`src/rtl/angle_frame_packer.sv`:
```
// Captures roll/pitch from the shared angle bus and streams each complete pair
// as a byte frame to the UART TX. Optional checksum byte: ANGLE_PACK_CHKSUM_EN.
module angle_frame_packer #(
  parameter logic [7:0] HEADER0 = 8'h55,
  parameter logic [7:0] HEADER1 = 8'hAA
) (
  input  logic        clk_in,
  input  logic        rst_n,
  input  logic        calib_done_in,
  input  logic [31:0] angle_opt_in,
  input  logic        roll_opt_vld_in,
  input  logic        pitch_opt_vld_in,
  input  logic        tx_ready_in,
  output logic [7:0]  tx_data_out,
  output logic        tx_valid_out,
  output logic        frame_busy_out,
  output logic [7:0]  ovf_cnt_out
);

`ifdef ANGLE_PACK_CHKSUM_EN
  typedef enum logic [1:0] {IDLE, HEAD, DATA, SUM} state_t;
`else
  typedef enum logic [1:0] {IDLE, HEAD, DATA} state_t;
`endif

  state_t      state_q;
  logic [31:0] roll_q, roll_d, pitch_q, pitch_d;
  logic        roll_new_q, roll_new_d, pitch_new_q, pitch_new_d;
  logic [7:0]  ovf_q, ovf_d;
  logic [31:0] snap_roll_q, snap_pitch_q;
  logic [2:0]  idx_q;
  logic [7:0]  tx_data_q;
  logic        tx_valid_q;
`ifdef ANGLE_PACK_CHKSUM_EN
  logic [7:0]  sum_q;
`endif

  logic        start, xfer, ovf_hit;
  logic [63:0] snap_w;
  logic [2:0]  idx_nx;
  logic [7:0]  next_data_byte;

  assign start  = (state_q == IDLE) & roll_new_q & pitch_new_q & calib_done_in;
  assign xfer   = tx_valid_q & tx_ready_in;
  assign snap_w = {snap_roll_q, snap_pitch_q};
  assign idx_nx = idx_q + 3'd1;
  assign next_data_byte = snap_w[{3'd7 - idx_nx, 3'b000} +: 8];

  // Capture path; a capture landing on the start cycle re-arms its flag without
  // counting as an overwrite, since the old value was just snapshotted.
  always_comb begin
    roll_d      = roll_q;
    pitch_d     = pitch_q;
    roll_new_d  = roll_new_q;
    pitch_new_d = pitch_new_q;
    ovf_d       = ovf_q;
    ovf_hit     = 1'b0;
    if (!calib_done_in) begin
      roll_new_d  = 1'b0;
      pitch_new_d = 1'b0;
    end else begin
      if (start) begin
        roll_new_d  = 1'b0;
        pitch_new_d = 1'b0;
      end
      if (roll_opt_vld_in) begin
        roll_d     = angle_opt_in;
        roll_new_d = 1'b1;
        ovf_hit    = roll_new_q & ~start;
      end else if (pitch_opt_vld_in) begin
        pitch_d     = angle_opt_in;
        pitch_new_d = 1'b1;
        ovf_hit     = pitch_new_q & ~start;
      end
      if (ovf_hit && ovf_q != 8'hFF) ovf_d = ovf_q + 8'd1;
    end
  end

  always_ff @(posedge clk_in or negedge rst_n) begin
    if (!rst_n) begin
      roll_q      <= '0;
      pitch_q     <= '0;
      roll_new_q  <= 1'b0;
      pitch_new_q <= 1'b0;
      ovf_q       <= '0;
    end else begin
      roll_q      <= roll_d;
      pitch_q     <= pitch_d;
      roll_new_q  <= roll_new_d;
      pitch_new_q <= pitch_new_d;
      ovf_q       <= ovf_d;
    end
  end

  // tx_data_q always holds the byte currently offered; it advances only on xfer.
  always_ff @(posedge clk_in or negedge rst_n) begin
    if (!rst_n) begin
      state_q      <= IDLE;
      snap_roll_q  <= '0;
      snap_pitch_q <= '0;
      idx_q        <= '0;
      tx_data_q    <= '0;
      tx_valid_q   <= 1'b0;
`ifdef ANGLE_PACK_CHKSUM_EN
      sum_q        <= '0;
`endif
    end else begin
      case (state_q)
        IDLE: begin
          if (start) begin
            state_q      <= HEAD;
            snap_roll_q  <= roll_q;
            snap_pitch_q <= pitch_q;
            idx_q        <= '0;
            tx_data_q    <= HEADER0;
            tx_valid_q   <= 1'b1;
`ifdef ANGLE_PACK_CHKSUM_EN
            sum_q        <= '0;
`endif
          end
        end
        HEAD: begin
          if (xfer) begin
            if (idx_q == 3'd0) begin
              idx_q     <= 3'd1;
              tx_data_q <= HEADER1;
            end else begin
              state_q   <= DATA;
              idx_q     <= '0;
              tx_data_q <= snap_w[63:56];
            end
          end
        end
        DATA: begin
          if (xfer) begin
`ifdef ANGLE_PACK_CHKSUM_EN
            sum_q <= sum_q + tx_data_q;
`endif
            if (idx_q == 3'd7) begin
`ifdef ANGLE_PACK_CHKSUM_EN
              state_q   <= SUM;
              tx_data_q <= sum_q + tx_data_q;
`else
              state_q    <= IDLE;
              tx_data_q  <= '0;
              tx_valid_q <= 1'b0;
`endif
            end else begin
              idx_q     <= idx_nx;
              tx_data_q <= next_data_byte;
            end
          end
        end
`ifdef ANGLE_PACK_CHKSUM_EN
        SUM: begin
          if (xfer) begin
            state_q    <= IDLE;
            tx_data_q  <= '0;
            tx_valid_q <= 1'b0;
          end
        end
`endif
        default: begin
          state_q    <= IDLE;
          tx_valid_q <= 1'b0;
        end
      endcase
    end
  end

  assign tx_data_out    = tx_data_q;
  assign tx_valid_out   = tx_valid_q;
  assign frame_busy_out = (state_q != IDLE);
  assign ovf_cnt_out    = ovf_q;

endmodule

```
`config.mk`:
```
export PLATFORM = sky130hd
export DESIGN_NAME = angle_frame_packer
export DESIGN_NICKNAME = d
export VERILOG_FILES = /design/src/rtl/angle_frame_packer.sv
export SDC_FILE = /design/constraint.sdc
export NUM_CORES = 1
export LEC_CHECK = 0
export ABC_AREA = 1
export BUFFER_PORTS_ARGS = -buffer_cell sky130_fd_sc_hd__buf_2
export CAP_MARGIN = 5
export CORE_MARGIN = 5
export CORE_UTILIZATION = 54
export DETAILED_ROUTE_END_ITERATION = 16
export PLACE_DENSITY = 0.76
export SYNTH_ARGS = -nofsm -noshare
export SYNTH_HDL_FRONTEND = slang
export SYNTH_SLANG_ARGS = --single-unit
export TNS_END_PERCENT = 1
```
`constraint.sdc`:
```
create_clock -name clk_in -period 1.9 [get_ports clk_in]
set_clock_uncertainty 0.1 [all_clocks]
set_input_delay 0.285 -clock clk_in [delete_from_list [all_inputs] [get_ports clk_in]]
set_output_delay 0.285 -clock clk_in [all_outputs]
set_load 0.01 [all_outputs]
```
==> impl_metrics.py <==
metrics = {
    "setup_path": {
        "cp-start-kind": "flop",
        "crit_path_end_kind": "output pin",
        "crit_chain": "inv_2 > ha_4 > buf_4 > inv_1 > buf_2",
        "worstPathArrival_ns": 1.40,
        "crit_required_ns": 1.51,
        "worst_path_max_delay_cell": "dfrtp_1",
        "cpPeakStageDelay_ns": 0.42,
        "crit_type": "flop to output pin",
        "crit_fanout": 4,
    },
    "clock_tree": {
        "cts_root_buffer": "clkbuf_16",
        "htreeDepth": 4,
        "clk_pin_slew_worst_paths_ns": 0.06,
        "clock-sinks": 152,
        "tritoncts": "yes",
        "postCtsSetupRepairBufs": 0,
        "cts_max_path_buffers": 2,
        "numCtsBuffers": 17,
        "insertion_delay_ns": 0.42,
    },
    "drt": {
        "ant_nets": 0,
        "drt_pass1_iterations": 5,
        "avgViaCountPerCell": 5.10,
        "num_vias": 5268,
        "drtIter0Drc": 397,
        "wl_per_cell_um": 14.8,
        "drc_errors": 0,
        "totalWireLength_um": 15200,
    },
    "sta": {
        "finalHoldViolations": 0,
        "fin_crit_ns": 1.79,
        "setup_viol": 0,
        "max-slew-margin-rel_pct": 74.1,
        "setup_ws_ns": 0.114,
        "fmax_mhz": 560,
        "finalSetupTns_ns": 0,
        "slew_viol_final": 0,
        "tightest_slew_ns": 0.388,
        "rsz0062_at_grt": "no",
        "min_period_over_period_pct": 94.0,
    },
    "final_layout": {
        "final_nets": 898,
        "area_delta_synth_final_pct": 16.6,
        "final_util_pct": 64.9,
        "fin_area_um2": 7870,
        "drive_gt1_share_pct": 14.7,
        "num_antenna_cells": 0,
    },
    "placed_design": {
        "gp_congestion": 0.886,
        "pre_cts_slack_ns": 0.103,
        "port_buffers": 55,
        "place_hpwl_um": 10500,
        "placed_area_um2": 7230,
    },
    "power": {
        "combinationalPowerShare_pct": 30.6,
        "power_density_nw_per_um2": 1510,
        "p_sw_share_pct": 35.3,
        "power_frac_seq_pct": 40.2,
        "power.switching_mw": 4.20,
        "power_frac_clock_pct": 29.2,
        "ir_worst_vdd_uv": 919,
        "power.internal_mw": 7.68,
        "leakagePower_nw": 4.00,
    },
    "min_path": {
        "worstHoldPathType": "input port to flop",
    },
    "run": {
        "max_cap_viol_count": 0,
    },
    "outcome": {
        "status": "finished clean",
    },
    "global_routing": {
        "grt_usage_pct": 22.1,
        "grt_pass1_wl_um": 25700,
        "first_global_vias": 5266,
        "antenna_found_initial": 0,
        "grt_max_degree": 72,
        "gr-total-overflow": 0,
    },
    "die": {
        "rows": 40,
        "fp.dieW_um": 122,
        "ios": 56,
        "die_area_um2": 14800,
        "coreArea_um2": 12100,
        "initial_utilization_pct": 55.7,
        "die_h_um": 122,
    },
    "logic_synthesis": {
        "syn_area_um2": 6750,
        "netlist_instances": 797,
        "synth_cell_types": 29,
        "synth_nets": 844,
        "ys_ff_latch": 152,
        "ys_warn_count": 0,
        "avgSynthCellArea_um2": 8.46,
        "seq_area_frac_synth_pct": 56.4,
    },
}
## cells by family after synthesis
kind of cell / synth area share (%)
compound gates: 11.9
xor+xnor: 0.779
fa+ha+maj: 1.67
flops: 56.4
simple gates: 20.4
buf+inv: 8.87
## through the flow
step,cells,hold WS (ns),total power [mW]
after floorplan,797,-0.111,7.23
after global placement,999,0.108,8.20
after CTS,1032,0.0103,11.9
final,1032,0.0223,11.9
after global routing,1032,0.0204,12.7
after detailed placement,999,0.117,8.39
## routing by layer
metal | up-vias | GRT usage, % | routed length (um)
li1 | 2606 | - | -
met1 | 2533 | 29.6 | 6740
met2 | 106 | 36.0 | 7650
met3 | 23 | 5.39 | 603
met4 | 0 | 6.37 | 226
met5 | - | 0 | 0
## cells in the mapped netlist
cell	number	area (um2)
o211ai_1	12	90.1
buf_6	2	22.5
nor2_1	14	52.6
o22ai_1	1	6.26
nor2_2	1	6.26
nand2_4	1	11.3
xor2_1	1	8.76
nand2_2	3	18.8
clkinv_4	1	8.76
o21ai_1	6	30.0
nand3_2	2	20.0
buf_4	3	22.5
nand4_1	1	6.26
nand3_1	51	255
ha_1	9	113
buf_1	1	3.75
nor2_4	1	11.3
a21oi_1	5	25.0
o21ai_0	127	636
nand2_1	255	957
dfrtp_1	152	3800
nor2_8	1	20.0
nand3b_1	2	15.0
xnor2_1	5	43.8
a21oi_2	2	17.5
buf_2	18	90.1
clkbuf_1	16	60.1
inv_1	101	379
inv_2	3	11.3
## flip-flops by register name (all words and copies together) (netlist names)
name / flops
snap_pitch_q: 32
tx_valid_out: 1
idx_q: 3
state_q: 2
ovf_cnt_out: 8
tx_data_out: 8
roll_new_q: 1
roll_q: 32
pitch_new_q: 1
snap_roll_q: 32
pitch_q: 32
## final cells by class
| class | count | area [um2] |
|---|---|---|
| sequential | 152 | 3800 |
| multi-input combinational | 500 | 2360 |
| fill | 1039 | 4250 |
| timing repair buffer | 75 | 484 |
| inverter | 105 | 399 |
| tap | 168 | 210 |
| clock inverter | 14 | 171 |
| clock buffer | 18 | 439 |
## cells in the final DEF (no fill, tap or decap), types with 2 or more instances in the layout
cell | netlist | routed
a21oi_1 | 5 | 5
a21oi_2 | 2 | 2
buf_12 | 0 | 4
buf_2 | 18 | 54
buf_4 | 3 | 15
bufinv_16 | 0 | 3
clkbuf_16 | 0 | 17
clkinv_2 | 0 | 3
clkinv_4 | 1 | 3
clkinvlp_4 | 0 | 3
dfrtp_1 | 152 | 152
ha_1 | 9 | 8
inv_1 | 101 | 97
inv_2 | 3 | 7
inv_6 | 0 | 3
nand2_1 | 255 | 254
nand2_2 | 3 | 4
nand3_1 | 51 | 51
nand3_2 | 2 | 2
nand3b_1 | 2 | 2
nor2_1 | 14 | 14
o211ai_1 | 12 | 12
o21ai_0 | 127 | 126
o21ai_1 | 6 | 7
xnor2_1 | 5 | 5
## worst max-delay path: cells and delay by family, from the launching register on
kind	cells	cell delay (ns)
DFF	1	0.42
adders and majority gates	1	0.15
buffers and inverters	4	0.41
## timing repair
item                                    CTS  global route
hold endpoints to repair                 34             0
endpoints found under the setup margin    0            40
hold buffers                              1             0
resized for setup                         0             6
## path summary, 6_finish.rpt
path / cells after the start / end / start / slack, ns
min: 3 / pitch_q[27] / angle_opt_in[27] / 0.02
max: 5 / frame_busy_out / state_q[0] / 0.11
max reg2reg: 9 / tx_data_out[5] / idx_q[0] / 0.14
min reg2reg: 2 / snap_roll_q[16] / roll_q[16] / 0.38
max in group asynchronous: 3 / pitch_q[16] / rst_n / 0.86
min in group asynchronous: 2 / pitch_q[9] / rst_n / 0.24
## power by group through the flow
stage	combinational (mW)	sequential [mW]	clock, mW
after floorplan	2.52	4.71	0
after global placement	3.44	4.76	0
after detailed placement	3.58	4.81	0
after CTS	3.60	4.77	3.51
after global routing	4.15	4.87	3.68
final	3.64	4.78	3.47
Note: power is estimated with default switching activity, not from simulation.
